File: src/rtl/cpu_clock_ctrl.sv
// Debug clock controller: HALT/RUN/STEP/BURST modes driving a CPU clock enable.
// Optional breakpoint compare is built when CLK_BREAKPOINT_EN is defined.
module cpu_clock_ctrl #(
    parameter int DEB_CYCLES = 16,
    parameter int BURST_W    = 8,
    parameter int CYC_W      = 32,
    parameter int PC_W       = 32
) (
    input  logic               clock,
    input  logic               reset,
    input  logic               mode_btn,
    input  logic               step_btn,
    input  logic               burst_btn,
    input  logic [BURST_W-1:0] burst_len,
    input  logic               halt_req,
    input  logic               clr_cnt,
`ifdef CLK_BREAKPOINT_EN
    input  logic               bp_en,
    input  logic [PC_W-1:0]    bp_addr,
    input  logic [PC_W-1:0]    pc,
    output logic               bp_hit,
`endif
    output logic               clk_en,
    output logic [1:0]         state,
    output logic [CYC_W-1:0]   cycle_cnt
);

    localparam logic [1:0] ST_HALT  = 2'd0;
    localparam logic [1:0] ST_RUN   = 2'd1;
    localparam logic [1:0] ST_STEP  = 2'd2;
    localparam logic [1:0] ST_BURST = 2'd3;

    localparam int NB = 3;
    localparam logic [15:0] DEB_LAST = 16'(DEB_CYCLES - 1);

    if (DEB_CYCLES < 1 || DEB_CYCLES > 65535 || BURST_W < 1 ||
        CYC_W < 1 || PC_W < 1) begin : g_bad_cfg
        $error("cpu_clock_ctrl: parameter out of range");
    end

    // Button index: 0 = mode, 1 = step, 2 = burst
    logic [NB-1:0] raw_btn;
    logic [NB-1:0] s1_q, s1_d;
    logic [NB-1:0] s2_q, s2_d;
    logic [NB-1:0] lvl_q, lvl_d;
    logic [NB-1:0] p_q, p_d;
    logic [15:0]   dcnt_q [NB];
    logic [15:0]   dcnt_d [NB];

    logic mode_p;
    logic step_p;
    logic burst_p;

    logic [1:0]         state_q, state_d;
    logic [BURST_W-1:0] rem_q, rem_d;
    logic               clk_en_q, clk_en_d;
    logic [CYC_W-1:0]   cnt_q, cnt_d;
    logic               bp_stop;

    assign raw_btn = {burst_btn, step_btn, mode_btn};
    assign mode_p  = p_q[0];
    assign step_p  = p_q[1];
    assign burst_p = p_q[2];

    // Synchronise buttons and debounce; pulse once when a level settles high
    always_comb begin
        s1_d = raw_btn;
        s2_d = s1_q;
        lvl_d = lvl_q;
        p_d = '0;
        for (int i = 0; i < NB; i++) begin
            dcnt_d[i] = '0;
            if (s2_q[i] != lvl_q[i]) begin
                if (dcnt_q[i] == DEB_LAST) begin
                    lvl_d[i] = s2_q[i];
                    p_d[i]   = s2_q[i];
                end else begin
                    dcnt_d[i] = dcnt_q[i] + 16'd1;
                end
            end
        end
    end

    // Synchroniser, debounce counters, levels and press pulses
    always_ff @(posedge clock or posedge reset) begin
        if (reset) begin
            s1_q  <= '0;
            s2_q  <= '0;
            lvl_q <= '0;
            p_q   <= '0;
            for (int i = 0; i < NB; i++) begin
                dcnt_q[i] <= '0;
            end
        end else begin
            s1_q  <= s1_d;
            s2_q  <= s2_d;
            lvl_q <= lvl_d;
            p_q   <= p_d;
            for (int i = 0; i < NB; i++) begin
                dcnt_q[i] <= dcnt_d[i];
            end
        end
    end

    // Mode FSM; halt_req and mode press outrank everything else
    always_comb begin
        state_d = state_q;
        rem_d   = rem_q;
        unique case (state_q)
            ST_HALT: begin
                if (!halt_req) begin
                    if (mode_p) begin
                        state_d = ST_RUN;
                    end else if (step_p) begin
                        state_d = ST_STEP;
                    end else if (burst_p && burst_len != '0) begin
                        state_d = ST_BURST;
                        rem_d   = burst_len;
                    end
                end
            end
            ST_RUN: begin
                if (halt_req || mode_p || bp_stop) begin
                    state_d = ST_HALT;
                end
            end
            ST_STEP: begin
                state_d = ST_HALT;
            end
            ST_BURST: begin
                if (halt_req || mode_p || bp_stop) begin
                    state_d = ST_HALT;
                end else if (rem_q == BURST_W'(1)) begin
                    state_d = ST_HALT;
                end else begin
                    rem_d = rem_q - BURST_W'(1);
                end
            end
            default: begin
                state_d = ST_HALT;
            end
        endcase
    end

    // Enable is registered from the next state so it never glitches
    always_comb begin
        clk_en_d = (state_d != ST_HALT);
    end

    // Executed-cycle counter; clear beats increment
    always_comb begin
        cnt_d = cnt_q;
        if (clr_cnt) begin
            cnt_d = '0;
        end else if (clk_en_q) begin
            cnt_d = cnt_q + CYC_W'(1);
        end
    end

    // State, burst remainder, enable and counter registers
    always_ff @(posedge clock or posedge reset) begin
        if (reset) begin
            state_q  <= ST_HALT;
            rem_q    <= '0;
            clk_en_q <= 1'b0;
            cnt_q    <= '0;
        end else begin
            state_q  <= state_d;
            rem_q    <= rem_d;
            clk_en_q <= clk_en_d;
            cnt_q    <= cnt_d;
        end
    end

`ifdef CLK_BREAKPOINT_EN
    logic first_q, first_d;
    logic bp_hit_q, bp_hit_d;
    logic bp_fire;

    // Skip the compare on the first enabled cycle so a resume steps off
    assign bp_fire = bp_en && (pc == bp_addr) && !first_q &&
                     (state_q == ST_RUN || state_q == ST_BURST);
    assign bp_stop = bp_fire;

    // Track first cycle out of HALT; bp_hit sticks until the next resume
    always_comb begin
        first_d  = (state_q == ST_HALT);
        bp_hit_d = bp_hit_q;
        if (state_q == ST_HALT && state_d != ST_HALT) begin
            bp_hit_d = 1'b0;
        end else if (bp_fire && !halt_req && !mode_p) begin
            bp_hit_d = 1'b1;
        end
    end

    // Breakpoint bookkeeping registers
    always_ff @(posedge clock or posedge reset) begin
        if (reset) begin
            first_q  <= 1'b1;
            bp_hit_q <= 1'b0;
        end else begin
            first_q  <= first_d;
            bp_hit_q <= bp_hit_d;
        end
    end

    assign bp_hit = bp_hit_q;
`else
    assign bp_stop = 1'b0;
`endif

    assign clk_en    = clk_en_q;
    assign state     = state_q;
    assign cycle_cnt = cnt_q;

endmodule
File: config.mk
export PLATFORM = sky130hd
export DESIGN_NAME = cpu_clock_ctrl
export DESIGN_NICKNAME = d
export VERILOG_FILES = /design/src/rtl/cpu_clock_ctrl.sv
export SDC_FILE = /design/constraint.sdc
export NUM_CORES = 1
export LEC_CHECK = 0
export ABC_AREA = 1
export CAP_MARGIN = 20
export CORE_UTILIZATION = 30
export DETAILED_ROUTE_END_ITERATION = 16
export RECOVER_POWER = 100
export SYNTH_ARGS = -nofsm -noshare
export SYNTH_HDL_FRONTEND = slang
export SYNTH_SLANG_ARGS = --single-unit
File: constraint.sdc
create_clock -name clock -period 3.1 [get_ports clock]
set_input_delay 0.465 -clock clock [delete_from_list [all_inputs] [get_ports clock]]
set_output_delay 0.465 -clock clock [all_outputs]
set_load 0.02 [all_outputs]
==> qor.txt <==
Mux cell area share after synthesis - 0
Gr ovfl total - 0
Max Clock Skew - 0.00769 ns
Synthesized area - 5660 um^2
Yosys warnings - 0
Relative slew margins - 0.0377
Syn Area/Cell - 7.30 um^2
Total GRT Usage - 0.141
P per Cell Area - 439 nW/um^2
Synth unique cells - 29
Status - completed
Syn nets - 797
DR vias/cell - 4.78
Routed wire length - 13.2 mm
Worst min-delay path class - reg -> reg
Met2 GRT Util - 0.228
Final-stage net count - 852
Top FF cell, synth - dfrtp_1
Flop and latch count out of synthesis - 103
N_diodes - 0
FILL cells - 1,901
Yosys top cell area share - 0.455
Multi-input logic area - 2690 um^2
Rows - 49
Tmin final - 2.49 ns
Critical path capture point type - flip-flop
Sequential area share after synthesis - 0.455
DR vias - 5,088
First-pass GRT wire length - 22.3 mm
Async S/R FF share, synth - 1.00
Worst-margin pin slew - 1.44 ns
CTS tree - built
Max-cap viol count - 0
Final number of max-transition violations - 0
Arrival @ worst endpoint - 2.77 ns
Number of CTS-inserted buffers - 9
Longest Clk Path Bufs - 2
Min-delay src - s1_q[0]
Post-Synth Simple-Gate Area - 0.384
GP Congestion - 0.862
Resized cells post-CTS - 0
Synth Area in Compound Gates - 0.0424
Clock transition at path regs - 0.07 ns
Most frequent cell after synthesis - nand2_1
Max FO, Critical Path - 12
Final period util - 0.803
EDFF count, synth - 0
DIE AREA - 19,400 um^2
RSZ-0062 raised after global routing - false
Register area - 2580 um^2
Largest family of logic cells by synthesized area - simple AND/OR/NAND/NOR gates
Worst-skew pair later-pin latency - 0.35 ns
Leakage Power - 2.97 nW
Synth cell count leaders - nand2_1 (189), nor2_1 (155), dfrtp_1 (103)
Met1 Use GR - 0.189
DRT Pass-1 Iters - 5
Vias in the first global route - 4,615
Final setup viols - 0
Largest net degree at the start of global routing - 104
Worst path required time - 3.38 ns
Initial DRC Count - 360
Max IR drop VDD - 228 uV
Setup bufs post-CTS - 0
Top-Level Pins - 50
Hold Vio Cnt, Final - 0
Setup TNS - 0 ns
CTS root buffer - clkbuf_16
Adder-cell share of the synthesized area - 0.0133
Clock sinks - 103
H-Tree Depth - 3
Remaining DRCs - 0
Layout area overhead - 17.6%
Die height - 139 um
Avg WL per Cell - 12.4 um
Port Buffer Count - 49
Cell count after synthesis - 776
Antenna violations before repair - 0
Share of cells above drive strength 1 - 0.0275
Worst Setup Start Kind - input pin
Cts hold-fix bufs - 0
Post-DRT Antenna Nets - 0
Post-placement setup slack - 0.453 ns
Worst setup startpoint - clr_cnt
Core Region - 18,200 um^2
WS Path Type - in -> reg
Starting Density - 0.311
Setup ws final - 0.609 ns
Max Clk Rate - 401 MHz
Synth area leaders - dfrtp_1 (46%), nand2_1 (13%), nor2_1 (10%)
FF-to-FF Start - clk_en
Die width - 139 um
DP HPWL - 9.42 mm
Met3 Usage GRT - 0.0217
Xor/xnor share of the synthesized area - 0.0418
Synth area leader - dfrtp_1
Busiest layer in global routing - met2
sequential cells by signal, summed over array words and instances (netlist names):
signal and cells:
cycle_cnt 32, rem_q 8, state 2, p_q 3, clk_en 1, dcnt_q 48, s2_q 3, s1_q 3
lvl_q 3
where the power goes:
group          internal [mW]  switching (mW)  total, mW
logic                  0.125           0.234      0.359
clock network          0.567           0.499       1.07
registers               1.41          0.0824       1.50
total                   2.11           0.815       2.92
logic make-up (layout without fill, tap and decap cells):
kind of cell / count (synthesis) / count (layout)
AO/OA/AOI/OAI: 45 / 45
XOR/XNOR: 27 / 27
adder cells (fa/ha/maj): 6 / 6
buffers and inverters: 94 / 154
flip-flops: 103 / 103
AND/OR/NAND/NOR: 501 / 501
path summary, 6_finish.rpt:
kind,endpoint,slack (ns),cells after the start
max in group asynchronous,dcnt_q[39],1.06,3
min,s2_q[0],0.35,0
max,cycle_cnt[22],0.61,8
min reg2reg,s2_q[0],0.35,0
max reg2reg,cycle_cnt[22],0.78,7
min in group asynchronous,dcnt_q[21],1.11,3
worst max-delay path, cell delays in order:
cell and delay [ns]:
dlygate4sd3_1 0.65, nor2_1 0.68, inv_1 0.29, nand3_1 0.30, nor2_1 0.13, nand3_1 0.09
nand2_1 0.05, nor2_1 0.11
layout make-up:
cell class	instances	area share
multi-input combinational	579	0.404
inverter	87	0.0496
tap	229	0.0430
clock inverter	3	0.00282
timing repair buffer	51	0.0754
sequential	103	0.387
clock buffer	13	0.0376
per-layer routing:
layer  part of all wire  wire, um  vias to the layer above
met5                  0         0                        -
met1               0.49      6460                     2364
met4              0.014       185                        0
met2               0.46      6050                      111
met3              0.036       478                       13
li1                   -         -                     2600
cell usage in the layout (no fill, tap or decap), types with 3 or more instances in the layout:
cell / synthesis / layout
clkbuf_1: 5 / 4
dfrtp_1: 103 / 103
ha_1: 6 / 6
nor2_1: 155 / 157
o21ai_0: 16 / 16
nand4_1: 20 / 20
a21oi_1: 22 / 22
inv_1: 85 / 84
xor2_1: 23 / 23
clkbuf_16: 0 / 9
nand2_1: 189 / 192
nor4_1: 4 / 4
dlygate4sd3_1: 0 / 40
nor3_1: 36 / 36
nor3b_1: 7 / 7
clkdlybuf4s50_1: 0 / 9
xnor2_1: 4 / 4
nor2_2: 3 / 3
nand3_1: 74 / 75
stage by stage:
step / total power [mW] / cell area (um^2) / hold WS [ns] / cells / util
after floorplan: 1.77 / 5670 / 0.331 / 776 / -
after global placement: 1.89 / 6440 / 0.335 / 1049 / 0.353
after detailed placement: 1.90 / 6440 / 0.336 / 1049 / 0.353
after CTS: 2.98 / 6710 / 0.363 / 1065 / 0.368
after global routing: 3.09 / 6660 / 0.370 / 1065 / 0.366
final: 2.92 / 6660 / 0.353 / 1065 / 0.366
(Power assumes the default switching activity.)
